===== config.mk =====
export PLATFORM = sky130hd
export DESIGN_NAME = epl_read_buffer_sub
export DESIGN_NICKNAME = d
export VERILOG_FILES = /design/src/rtl/epl_read_buffer_sub_pkg.sv /design/src/rtl/epl_read_buffer_sub_word_fifo.sv /design/src/rtl/epl_read_buffer_sub.sv
export VERILOG_INCLUDE_DIRS = /design/src /design/src/rtl
export SDC_FILE = /design/constraint.sdc
export NUM_CORES = 1
export LEC_CHECK = 0
export CAP_MARGIN = 15
export CORE_ASPECT_RATIO = 1.25
export CORE_MARGIN = 10
export CORE_UTILIZATION = 40
export DETAILED_ROUTE_END_ITERATION = 12
export PLACE_DENSITY = 0.65
export SETUP_SLACK_MARGIN = 0.4
export SLEW_MARGIN = 5
export SYNTH_ARGS = -nofsm -noshare
export SYNTH_HDL_FRONTEND = slang
export SYNTH_SLANG_ARGS = --single-unit
export TNS_END_PERCENT = 50

===== constraint.sdc =====
create_clock -name pClk_i -period 3.1 [get_ports pClk_i]
set_input_delay 0.465 -clock pClk_i [delete_from_list [all_inputs] [get_ports pClk_i]]
set_output_delay 0.465 -clock pClk_i [all_outputs]
set_load 0.005 [all_outputs]

===== src/rtl/EPLFFRAM02_spec.vh =====
// Shared geometry of the EPLFFRAM02 array: row width, column-select width and
// the per-column word width derived from them.
`ifndef EPLFFRAM02_SPEC_VH
`define EPLFFRAM02_SPEC_VH
`define COLUMN 32
`define ADDR_AYO 2
`define WORD (`COLUMN >> `ADDR_AYO)
`endif


===== src/rtl/epl_read_buffer_sub_pkg.sv =====
// Common types and widths for the read buffer: array geometry taken from the
// EPLFFRAM02 header plus the per-cycle FIFO control bundle.
`include "EPLFFRAM02_spec.vh"

package epl_read_buffer_sub_pkg;

    localparam int unsigned COLUMN_W = `COLUMN;
    localparam int unsigned SEL_W    = `ADDR_AYO;
    localparam int unsigned WORD_W   = `WORD;

    typedef struct packed {
        logic push;
        logic pop;
        logic ovf;
    } rb_ctl_t;

    // Picks column word 'sel' out of a full array row.
    function automatic logic [WORD_W-1:0] col_word(input logic [COLUMN_W-1:0] row,
                                                   input logic [SEL_W-1:0]    sel);
        return row[sel*WORD_W +: WORD_W];
    endfunction

endpackage


===== src/rtl/epl_read_buffer_sub_word_fifo.sv =====
// Word FIFO: storage, wrapping pointers and occupancy count. The caller only
// pushes when there is room (or a pop frees it) and only pops when non-empty.
module epl_Word_Fifo_sub #(
    parameter int unsigned DEPTH = 4,
    parameter int unsigned WIDTH = 8
) (
    input  logic                       clk,
    input  logic                       rst,
    input  logic                       push,
    input  logic                       pop,
    input  logic [WIDTH-1:0]           wdata,
    output logic [WIDTH-1:0]           rdata,
    output logic [$clog2(DEPTH):0]     count
);

    localparam int PTR_W = $clog2(DEPTH);
    localparam int CNT_W = PTR_W + 1;

    logic [WIDTH-1:0] mem_q [DEPTH];
    logic [PTR_W-1:0] wr_ptr_q, wr_ptr_d;
    logic [PTR_W-1:0] rd_ptr_q, rd_ptr_d;
    logic [CNT_W-1:0] count_q, count_d;

    always_comb begin
        wr_ptr_d = wr_ptr_q;
        rd_ptr_d = rd_ptr_q;
        count_d  = count_q;
        if (push) wr_ptr_d = wr_ptr_q + PTR_W'(1);
        if (pop)  rd_ptr_d = rd_ptr_q + PTR_W'(1);
        case ({push, pop})
            2'b10:   count_d = count_q + CNT_W'(1);
            2'b01:   count_d = count_q - CNT_W'(1);
            default: count_d = count_q;
        endcase
    end

    always_ff @(posedge clk or posedge rst) begin
        if (rst) begin
            wr_ptr_q <= '0;
            rd_ptr_q <= '0;
            count_q  <= '0;
        end else begin
            wr_ptr_q <= wr_ptr_d;
            rd_ptr_q <= rd_ptr_d;
            count_q  <= count_d;
        end
    end

    // Storage is deliberately left unreset; an empty FIFO masks it to zero below.
    always_ff @(posedge clk) begin
        if (push && !rst) mem_q[wr_ptr_q] <= wdata;
    end

    assign rdata = (count_q != '0) ? mem_q[rd_ptr_q] : '0;
    assign count = count_q;

endmodule


===== src/rtl/epl_read_buffer_sub.sv =====
// Read buffer between the EPLFFRAM02 array and its consumer: selects one column
// word per read, queues it, and raises stall/overflow for the issuing side.
`include "EPLFFRAM02_spec.vh"

module epl_read_buffer_sub
    import epl_read_buffer_sub_pkg::*;
#(
    parameter int unsigned DEPTH = 4
) (
    input  logic                      pClk_i,
    input  logic                      pRst_i,
    input  logic [`COLUMN-1:0]        pDto_i,
    input  logic                      pRead01_i,
    input  logic [`ADDR_AYO-1:0]      pAcy2_i,
    output logic [WORD_W-1:0]         pDo_o,
    output logic                      pDoVld_o,
    input  logic                      pDoRdy_i,
    output logic                      pStall_o,
    output logic [$clog2(DEPTH):0]    pLvl_o,
    output logic                      pOvf_o,
    input  logic                      pOvfClr_i
);

    localparam int CNT_W = $clog2(DEPTH) + 1;

    logic [CNT_W-1:0]  count;
    logic [WORD_W-1:0] sel_word;
    rb_ctl_t           ctl;
    logic              ovf_q, ovf_d;

    assign sel_word = col_word(pDto_i, pAcy2_i);

    // A full FIFO still accepts a read if the head leaves in the same cycle.
    always_comb begin
        ctl      = '0;
        ctl.pop  = (count != '0) && pDoRdy_i;
        ctl.push = pRead01_i && ((count < CNT_W'(DEPTH)) || ctl.pop);
        ctl.ovf  = pRead01_i && !ctl.push;
        ovf_d    = ovf_q;
        if (pOvfClr_i) ovf_d = 1'b0;
        if (ctl.ovf)   ovf_d = 1'b1;
    end

    always_ff @(posedge pClk_i or posedge pRst_i) begin
        if (pRst_i) ovf_q <= 1'b0;
        else        ovf_q <= ovf_d;
    end

    epl_Word_Fifo_sub #(
        .DEPTH (DEPTH),
        .WIDTH (WORD_W)
    ) u_fifo (
        .clk   (pClk_i),
        .rst   (pRst_i),
        .push  (ctl.push),
        .pop   (ctl.pop),
        .wdata (sel_word),
        .rdata (pDo_o),
        .count (count)
    );

    // Stall one entry early: a read already requested from the array still lands.
    assign pStall_o = (count >= CNT_W'(DEPTH - 1));
    assign pDoVld_o = (count != '0);
    assign pLvl_o   = count;
    assign pOvf_o   = ovf_q;

endmodule


### After elaboration in Yosys (flattened, before gate mapping)

Memory sizes are Yosys's and may differ from the RTL's.
Index checks and enable logic that the tools add are counted.
Widths: inputs -> output; s select.

* bits in registers: 8
* RAM bits: 32
* bits of input ports: 39
* output and inout port bits: 14
* logic and storage cells: 30
* memories: 1

* $add $sub $neg: 4
* $lt $le $gt $ge: 2
* eq/ne operators: 2
* shift-type cells: 1
* mux-type cells: 6
* reduce and logical (&&, ||, !) cells: 10

Memory list
* u_fifo.mem_q: depth 4, width 8, rd ports 1, clocked after Yosys merged registers in 0, write ports 1, RTL line epl_read_buffer_sub_word_fifo.sv:19 `logic [WIDTH-1:0] mem_q [DEPTH];`

Operators with widths (count)
* $shiftx 32x6->8: 1
* $mux 8: 1
* $pmux 3 s2: 1
* $add 2x1->2 const B: 2
* $logic_and 1x1->1: 4
* $mux 1: 4
* $reduce_bool 2->1: 2
* $add 3x1->3 const B: 1
* $ge 3x2->1 const B: 1
* $lt 3x3->1 const B: 1
* $reduce_bool 3->1: 1
* $sub 3x1->3 const B: 1
* $eq 2x1->1 const B: 1
* $eq 2x2->1 const B: 1
* $logic_not 1->1: 2
* $logic_or 1x1->1: 1

### Longest topological paths before layout

Gate-level depths: netlist (run 1).

* depth after elaboration: 7
* gate-level depth with buffers: 8
* mapped depth without buffers: 8

### Modules after synthesis

Synthesis (run 1) repeated with hierarchy kept, for this count alone.

* cells, all modules: 105
* area total of the unflattened synthesis: 1874.3 um^2

Modules (own cells, without submodules)
* epl_Word_Fifo_sub: times used 1, cells each 86, area each 1604.0 um^2, sequential area each 1136.1 um^2
* epl_read_buffer_sub: times used 1, cells each 19, area each 270.3 um^2, sequential area each 25.0 um^2

### Worst setup path after synthesis (run 1)

Ideal clock, no wire load.

* path kind: flip-flop to flip-flop
* start: register u_fifo.count_q[2], in the netlist u_fifo.count[2]
* end: register u_fifo.count_q[2], in the netlist u_fifo.count[2]
* library setup time: 122 ps
* data arrival time: 1682 ps
* data required time: 2978 ps
* setup slack: 1295 ps
* cell stages (with the launch flop): 9
* buffers on the path: 0
* period minus slack after synthesis: 1805 ps
* cell sequence: dfrtp_1 or3_1 and2_1 ha_1 inv_1 fa_1 xor2_1 nor2_1 xnor2_1

* word-level cells in the longest chain between the ends: 6
* elaborated cells between the ends (all ways): 11
* classes of those cells: 2 x add/sub; 1 x order compare; 2 x eq/ne; 1 x mux; 5 x reduce/logical

RTL lines
* from (decl): RTL line epl_read_buffer_sub_word_fifo.sv:22 `logic [CNT_W-1:0] count_q, count_d;`
* from (signal assigned): RTL line epl_read_buffer_sub_word_fifo.sv:45 `count_q <= count_d;`
* $reduce_bool 3->1 (*): RTL line epl_read_buffer_sub.sv:36 `ctl.pop = (count != '0) && pDoRdy_i;`
* $logic_and 1x1->1 (*): RTL line epl_read_buffer_sub.sv:36
* net u_fifo.pop: RTL line epl_read_buffer_sub_word_fifo.sv:10 `input logic pop,`
* $logic_or 1x1->1: RTL line epl_read_buffer_sub.sv:37 `ctl.push = pRead01_i && ((count < CNT_W'(DEPTH)) || ctl.pop);`
* $logic_and 1x1->1: RTL line epl_read_buffer_sub.sv:37
* $eq 2x1->1 or $eq 2x2->1 (tied branches): RTL line epl_read_buffer_sub_word_fifo.sv:30 `case ({push, pop})`
* $pmux 3 s2 or $reduce_bool 2->1 (tied branches)

The timed path passes the listed nets; every way through them passes the cells marked *.
A chain may end at the register's enable or synchronous reset.

### Final worst setup path (run 1)

* start: register u_fifo.rd_ptr_q[0]
* end: output pDo_o[7]

* word-level cells in the longest chain between the ends: 2

RTL lines
* from (decl): RTL line epl_read_buffer_sub_word_fifo.sv:21 `logic [PTR_W-1:0] rd_ptr_q, rd_ptr_d;`
* from (signal assigned): RTL line epl_read_buffer_sub_word_fifo.sv:44 `rd_ptr_q <= rd_ptr_d;`
* $mem_v2 4x8
* $mux 8: RTL line epl_read_buffer_sub_word_fifo.sv:54 `assign rdata = (count_q != '0) ? mem_q[rd_ptr_q] : '0;`
* to (decl): RTL line epl_read_buffer_sub.sv:15 `output logic [WORD_W-1:0] pDo_o,`

No other way between the ends.

==> metrics.txt, run 1 <==
Die Wd 81.1 µm; Initial Util 41.9%; first-pass GRT wire length 6430 µm; I/O Pins 53; clock tree buffer depth 2; Met3 Wirelength 365 µm; Synth warnings 0; Post-Route Skew 0.00798 ns; commonest non-fill, non-tap cell in the layout clkdlybuf4s50_1; sequential fraction of design power 42.2%; FF+latch count, synth 40; worst path cell trace buf_4, mux4_2, and2_1, clkdlybuf4s50_1; library cells used by synthesis 23; post-synthesis sequential area ratio 62.2%; cts bufs inserted 5; register clock-pin slew on the reported worst setup and hold paths 0.07 ns; DR WL/cell 17.7 µm; post-layout net count 205; Max Clock Freq 393 MHz; largest net degree at the start of global routing 12; number of antenna violations at the first check in global routing 0; Buf/Inv on CP 2; stages on the worst setup path 4; crit path capture type output port; Syn Inst Count 105; Die ar. 7820 µm²; Final Cycle Share 82.1%; core area 4460 µm²; Skew-Pair Late Insertion Delay 0.29 ns; Hold WC Path Type in2async; ant diodes 0; hpwl dp 3170 µm; Crit path max-delay family buffers and inverters; Clk network pwr share 17.2%; post-route ant nets 0; Cell Area, Synth 1870 µm²; synthesis-to-layout area growth 34.9%; syn_area_per_cell 17.8 µm²; DRT iter0 DRCs 47; Comb power frac 40.6%; worst setup path class reg2out; commonest cells after routing, fill and taps aside clkdlybuf4s50_1 (52), edfxtp_1 (32), mux4_2 (16), and2_1 (13), inv_1 (8); Max IR drop VDD 0.307 mV; root buffer cell clkbuf_8; Pins Over Slew Limit 0; worst slew pin tran 0.519 ns; CP Data Required Time 2.63 ns; Tot Pwr 1.82 mW; DR pass1 iterations 4; GRT Overall Usage 11.0%; FILL cells 375; final hold vios 0; total wire length 3870 µm; gr ovfl total 0; Vias 1118; post-layout min period 2.54 ns; Post-route DRC 0; Metal-1 WL 1330 µm; Leak 0.891 nW; vias in the first global route 1320; IO buf count 52; gp weighted congestion 0.692; TNS Setup 0 ns; # setup viols final 0; CTS tree yes; Pint 1.31 mW; layout cells sized above 1 14.9%; crit path DAT 2.08 ns; slowest stage delay, CP 0.50 ns; Psw 0.511 mW; top sig layer met4; routed wl met2 2100 µm; CP max-delay cell mux4_2; pwr/cell area 723 nW/µm²; num rows 27; Slew headroom 65.3%; DIE HEIGHT 96.4 µm; Sw Share 28.1%; startpoint types register; status completed; Sinks on Clock Net 40; max cap viols 0; via/cell ratio 5.11; critical path peak fanout 6; RSZ-0062 raised after global routing no; cell depth of the worst flop-to-flop path 6; H-tree levels 2; Post-CTS Hold Buffers 0; Syn Nets 150
metal layers:
metal / up-vias / GRT usage (%)
met5: - / 0
met4: 0 / 4.77
met3: 6 / 5.64
met2: 46 / 19.7
met1: 561 / 10.3
li1: 505 / -
metrics by stage:
step | instances | utilization, % | area (µm²) | hold WS, ns | setup WS, ns
after global routing | 219 | 56.5 | 2520 | 0.492 | 0.444
after CTS | 219 | 56.5 | 2520 | 0.472 | 0.424
after global placement | 211 | 54.7 | 2440 | 0.500 | 0.730
final | 219 | 56.5 | 2520 | 0.462 | 0.556
after floorplan | 105 | - | 1870 | 0.281 | 1.30
after detailed placement | 211 | 54.7 | 2440 | 0.533 | 0.713
state kept, by name, indices dropped and copies added (netlist names):
| register | count |
|---|---|
| u_fifo.rd_ptr_q | 2 |
| pOvf_o | 1 |
| u_fifo.count | 3 |
| u_fifo.wr_ptr_q | 2 |
| u_fifo.mem_q | 32 |
layout make-up:
class / count / area (µm²) / area share, %
Multi-Input combinational cell: 52 / 646 / 25.6
Inverter: 8 / 30.0 / 1.19
Timing Repair Buffer: 53 / 528 / 21.0
Clock inverter: 1 / 3.75 / 0.149
Tap cell: 58 / 72.6 / 2.88
Clock buffer: 7 / 76.3 / 3.03
Sequential cell: 40 / 1160 / 46.1
power by group through the flow:
stage	registers, mW	clock network, mW	logic (mW)
3_3_place_gp	0.778	0	0.738
4_1_cts	0.772	0.320	0.763
5_1_grt	0.789	0.346	0.817
6_report	0.769	0.313	0.739
2_1_floorplan	0.733	0	0.442
3_5_place_dp	0.783	0	0.758
Yosys cell counts (all sizes together):
library cell | n | area share (%)
and2 | 13 | 4.4
buf | 4 | 1.3
clkbuf | 1 | 0.27
dfrtp | 8 | 11
edfxtp | 32 | 51
fa | 1 | 1.1
ha | 5 | 3.4
inv | 8 | 1.6
mux2 | 1 | 0.60
mux2i | 1 | 0.54
mux4 | 16 | 19
nand2 | 1 | 0.20
nand3 | 1 | 0.27
nor2 | 1 | 0.20
nor2b | 1 | 0.34
nor3b | 1 | 0.40
o21ai | 3 | 0.80
or3 | 1 | 0.34
xnor2 | 4 | 1.9
xor2 | 2 | 0.94
what timing repair did:
| item | 4_1_cts | 5_1_grt |
|---|---|---|
| resized for setup | 0 | 1 |
| setup endpoints to repair | 0 | 3 |
| setup buffers | 0 | 0 |
logic make-up (layout without fill, tap and decap cells):
| family | Yosys count | count (layout) | share of synthesized area (%) |
|---|---|---|---|
| DFF | 40 | 40 | 62.2 |
| buffers and inverters | 13 | 69 | 3.22 |
| AOI/OAI and AO/OA | 3 | 3 | 0.804 |
| adders and majority gates | 6 | 6 | 4.42 |
| muxes | 18 | 18 | 20.4 |
| and+or+nand+nor | 19 | 19 | 6.10 |
| xor gates and xnor gates | 6 | 6 | 2.81 |
path summary, 6_finish.rpt:
check,from,endpoint,slack [ns]
hold reg to reg,u_fifo.count[0],u_fifo.count[0],0.53
setup / recovery,u_fifo.rd_ptr_q[0],pDo_o[7],0.56
hold / removal,pRst_i,u_fifo.wr_ptr_q[0],0.46
setup reg to reg,u_fifo.count[0],u_fifo.count[1],0.95
max in group asynchronous,pRst_i,u_fifo.rd_ptr_q[0],2.36
min in group pClk_i,u_fifo.count[0],u_fifo.count[0],0.53
Note: power is estimated with default switching activity, not from simulation.
==> run 2, diff against run 1 <==
==> constraint.sdc (replaced) <==
create_clock -name pClk_i -period 2.4 [get_ports pClk_i]
set_input_delay 0.36 -clock pClk_i [delete_from_list [all_inputs] [get_ports pClk_i]]
set_output_delay 0.36 -clock pClk_i [all_outputs]
set_load 0.005 [all_outputs]
==> metrics.txt, run 2 (synthesis results as in run 1) <==
CP Data Required Time 2.04 ns; max cap viols 0; Pint 1.90 mW; synthesis-to-layout area growth 43.4%; Post-Route Skew 0.00490 ns; startpoint types register; DIE HEIGHT 96.4 µm; gr ovfl total 0; Leak 1.00 nW; ant diodes 0; post-route ant nets 0; post-route insts no fill 232; multi-input logic area 666 µm²; layout cells sized above 1 31.0%; first-pass GRT wire length 6450 µm; Final Util 60.0%; Max Clock Freq 472 MHz; total wire length 3910 µm; commonest non-fill, non-tap cell in the layout clkdlybuf4s50_1; Max IR drop VDD 0.392 mV; Largest register FFs 32; Final Cycle Share 88.2%; num rows 27; register area 1160 µm²; Slew headroom 72.1%; Tot Pwr 2.63 mW; Vias 1124; core area 4460 µm²; CP max-delay cell dfrtp_2; crit path capture type output port; Sw Share 27.9%; Psw 0.735 mW; DR pass1 iterations 4; Largest Register u_fifo.mem_q; GRT Overall Usage 11.0%; Skew-Pair Late Insertion Delay 0.28 ns; Clk network pwr share 15.5%; sequential fraction of design power 37.0%; Initial Util 41.9%; Buf/Inv on CP 4; clock tree buffer depth 2; hpwl dp 3070 µm; commonest cells after routing, fill and taps aside clkdlybuf4s50_1 (43), edfxtp_1 (32), mux4_2 (16), inv_1 (8); final hold vios 0; root buffer cell clkbuf_8; Die ar. 7820 µm²; Sinks on Clock Net 40; placed cells 215; # setup viols final 0; largest net degree at the start of global routing 13; I/O Pins 53; Crit path max-delay family buffers and inverters; worst setup path class reg2out; post-layout net count 218; pwr/cell area 983 nW/µm²; slowest stage delay, CP 0.43 ns; register clock-pin slew on the reported worst setup and hold paths 0.07 ns; status completed; vias in the first global route 1343; DR WL/cell 16.9 µm; CTS tree yes; TNS Setup 0 ns; post-layout min period 2.12 ns; Pins Over Slew Limit 0; number of antenna violations at the first check in global routing 0; worst slew pin tran 0.419 ns; DRT iter0 DRCs 81; IO buf count 52; most numerous cell on the critical path buf_6; Comb power frac 47.5%; gp weighted congestion 0.741; via/cell ratio 4.84; H-tree levels 2; cts bufs inserted 5; Die Wd 81.1 µm; FILL cells 376; Hold WC Path Type in2async; critical path peak fanout 3; Post-route DRC 0; worst path cell trace buf_12, buf_6, buf_6, mux4_2, and2_4, buf_6; stages on the worst setup path 6; crit path DAT 1.76 ns; cell depth of the worst flop-to-flop path 8; RSZ-0062 raised after global routing yes
[run 2: cell count changes in the layout (fill, tap and decap cells not counted), moves of 3 or more]
cell             change
and2_4               +6
buf_4                +6
buf_6                +7
and2_1               -6
clkbuf_2             +3
clkdlybuf4s50_1      -9
[run 2: final cells by class]
cell class              instances  area share, %
repair buffers                 66           24.8
flip-flops and latches         40           43.4
clock inverters                 3          0.514
inverters                       8           1.12
multi-input cells              52           24.9
clock buffers                   5           2.57
well taps                      58           2.71
[run 2: timing repair]
action,4_1_cts,5_1_grt
resized for setup,38,8
buffers inserted,8,0
gates cloned,1,0
hold endpoints to repair,0,0
pin swaps,4,4
setup endpoints to repair,10,9
hold buffers,0,0
[run 2: power by group through the flow]
| stage | clock, mW | sequential (mW) | combinational [mW] |
|---|---|---|---|
| finish | 0.408 | 0.973 | 1.25 |
| CTS | 0.427 | 0.975 | 1.27 |
| global route | 0.458 | 0.989 | 1.37 |
| global placement | 0 | 0.987 | 1.02 |
| detailed placement | 0 | 0.994 | 1.04 |
| floorplan | 0 | 0.946 | 0.571 |
[run 2: worst reg2reg max path: stages (launching register included)]
cell	delay, ns
dfrtp_1	0.38
or3_4	0.42
and2_1	0.20
ha_1	0.23
inv_1	0.07
fa_1	0.17
xor2_1	0.16
nor2_1	0.07
xnor2_1	0.12
[run 2: per-layer routing]
metal / wire length [µm] / global-route usage [%]
met1: 1500 / 11.0
met2: 1980 / 19.1
met3: 355 / 4.99
met4: 78 / 4.77
met5: 0 / 0
[run 2: through the flow]
step / hold WS, ns / setup WS, ns / cell area (µm²)
after floorplan: 0.176 / 0.595 / 1870
after global placement: 0.499 / 0.301 / 2480
after detailed placement: 0.508 / 0.248 / 2480
after CTS: 0.374 / 0.261 / 2680
after global routing: 0.398 / 0.237 / 2680
final: 0.387 / 0.283 / 2680
[run 2: path summary, 6_finish.rpt]
path	startpoint	to	slack [ns]
setup / recovery	u_fifo.rd_ptr_q[0]	pDo_o[7]	0.28
hold / removal	pRst_i	pOvf_o	0.39
setup reg to reg	u_fifo.count[2]	u_fifo.count[2]	0.47
hold reg to reg	pOvf_o	pOvf_o	0.54
max in group asynchronous	pRst_i	u_fifo.rd_ptr_q[0]	1.74
min in group pClk_i	pOvf_o	pOvf_o	0.54
==> run 3, diff against run 2 <==
--- a/config.mk
+++ b/config.mk
@@ -8,10 +8,9 @@
 export LEC_CHECK = 0
 export CAP_MARGIN = 15
 export CORE_ASPECT_RATIO = 1.25
-export CORE_MARGIN = 10
-export CORE_UTILIZATION = 40
+export CORE_UTILIZATION = 47
 export DETAILED_ROUTE_END_ITERATION = 12
-export PLACE_DENSITY = 0.65
+export PLACE_DENSITY = 0.75
 export SETUP_SLACK_MARGIN = 0.4
 export SLEW_MARGIN = 5
 export SYNTH_ARGS = -nofsm -noshare
==> metrics.txt, run 3 (synthesis results as in run 1) <==
synthesis-to-layout area growth 40.1%; I/O Pins 53; Hold WC Path Type in2async; CTS tree yes; final hold vios 0; CP max-delay cell mux4_2; RSZ-0062 raised after global routing yes; Sw Share 27.8%; number of antenna violations at the first check in global routing 0; Psw 0.692 mW; CP Data Required Time 2.04 ns; gr ovfl total 0; crit path DAT 1.64 ns; Max IR drop VDD 0.517 mV; Slew headroom 72.4%; Post-Route Skew 0.00485 ns; worst slew pin tran 0.414 ns; critical path peak fanout 6; cts bufs inserted 5; worst setup path class reg2out; hpwl dp 2510 µm; placed cells 209; worst path cell trace buf_12, buf_6, mux4_2, and2_4, buf_2; total wire length 3290 µm; status completed; post-route insts no fill 225; Buf/Inv on CP 3; Largest Register u_fifo.mem_q; DR WL/cell 14.6 µm; Final Cycle Share 83.5%; Comb power frac 44.0%; Clk network pwr share 15.8%; Crit path max-delay family multiplexers; Die ar. 4230 µm²; layout cells sized above 1 28.7%; register clock-pin slew on the reported worst setup and hold paths 0.07 ns; root buffer cell clkbuf_8; Max Clock Freq 499 MHz; Post-route DRC 0; Pint 1.79 mW; via/cell ratio 5.08; DR pass1 iterations 4; Sinks on Clock Net 40; Initial Util 49.3%; ant diodes 0; Die Wd 58.4 µm; TNS Setup 0 ns; Pins Over Slew Limit 0; commonest non-fill, non-tap cell in the layout clkdlybuf4s50_1; post-layout net count 215; Vias 1143; slowest stage delay, CP 0.49 ns; gp weighted congestion 0.735; sequential fraction of design power 40.2%; Leak 0.960 nW; first-pass GRT wire length 5140 µm; startpoint types register; GRT Overall Usage 16.9%; post-layout min period 2.00 ns; commonest cells after routing, fill and taps aside clkdlybuf4s50_1 (44), edfxtp_1 (32), mux4_2 (16), and2_1 (8), inv_1 (7); max cap viols 0; H-tree levels 2; core area 3780 µm²; Largest register FFs 32; Skew-Pair Late Insertion Delay 0.27 ns; post-route ant nets 0; IO buf count 52; crit path capture type output port; vias in the first global route 1125; pwr/cell area 950 nW/µm²; DRT iter0 DRCs 22; DIE HEIGHT 72.5 µm; largest net degree at the start of global routing 12; # setup viols final 0; num rows 25; clock tree buffer depth 2
## run 3: cell types whose count changed in the layout (fill, tap and decap cells not counted), sizes merged
cell	before	now
clkbuf	8	10
buf	19	13
clkdlybuf4s15	0	2
clkdlybuf4s50	43	44
clkinv	3	1
dlygate4sd2	1	0
or3	1	2
## run 3: power groups by stage
stage	clock network, mW	logic (mW)	registers [mW]
floorplan	0	0.571	0.946
global placement	0	0.965	0.999
detailed placement	0	0.987	1.01
CTS	0.406	1.00	0.986
global route	0.433	1.19	1.01
finish	0.394	1.09	0.999
## run 3: layout make-up
class                   instances  area (µm²)
clock inverters                 1        3.75
inverters                       8        30.0
clock buffers                   7        76.3
fillers                       278        1170
well taps                      54        67.6
repair buffers                 62         597
multi-input cells              53         677
flip-flops and latches         40        1160
## run 3: worst reg2reg max path: stages, from the launching register on
cell	delay (ns)
dfrtp_2	0.45
or3_4	0.44
and2_4	0.19
ha_2	0.19
inv_2	0.05
fa_1	0.41
mux2i_1	0.15
## run 3: path summary, 6_finish.rpt
kind                                    start                 end  slack (ns)  cells after the start
setup / recovery           u_fifo.rd_ptr_q[0]            pDo_o[2]        0.40                      5
hold / removal                         pRst_i     u_fifo.count[2]        0.37                      2
setup reg to reg              u_fifo.count[0]     u_fifo.count[1]        0.44                      6
hold reg to reg               u_fifo.count[0]     u_fifo.count[0]        0.54                      1
max in group asynchronous              pRst_i  u_fifo.rd_ptr_q[0]        1.77                      2
min in group pClk_i           u_fifo.count[0]     u_fifo.count[0]        0.54                      1
## run 3: metal layers
layer  GRT usage (%)  wire length, µm
met1            20.1             1320
met2            29.2             1740
met3            5.17              198
met4            5.56               39
met5               0                0
## run 3: stage by stage
step	instance area [µm²]	setup WS (ns)	power [mW]	hold WS, ns	util, %
3_3_place_gp	2460	0.274	1.96	0.499	65.0
4_1_cts	2560	0.318	2.40	0.367	67.8
3_5_place_dp	2460	0.213	1.99	0.517	65.0
5_1_grt	2620	0.355	2.63	0.407	69.1
6_report	2620	0.397	2.49	0.371	69.1
2_1_floorplan	1870	0.595	1.52	0.176	-
## run 3: what timing repair did
action                                  CTS  global route
endpoints found under the setup margin   11            11
hold buffers                              0             0
gates cloned                              0             1
gates resized for setup                  24            17
setup buffers                             4             3
pin swaps                                 5             2
endpoints found under the hold margin     0             0
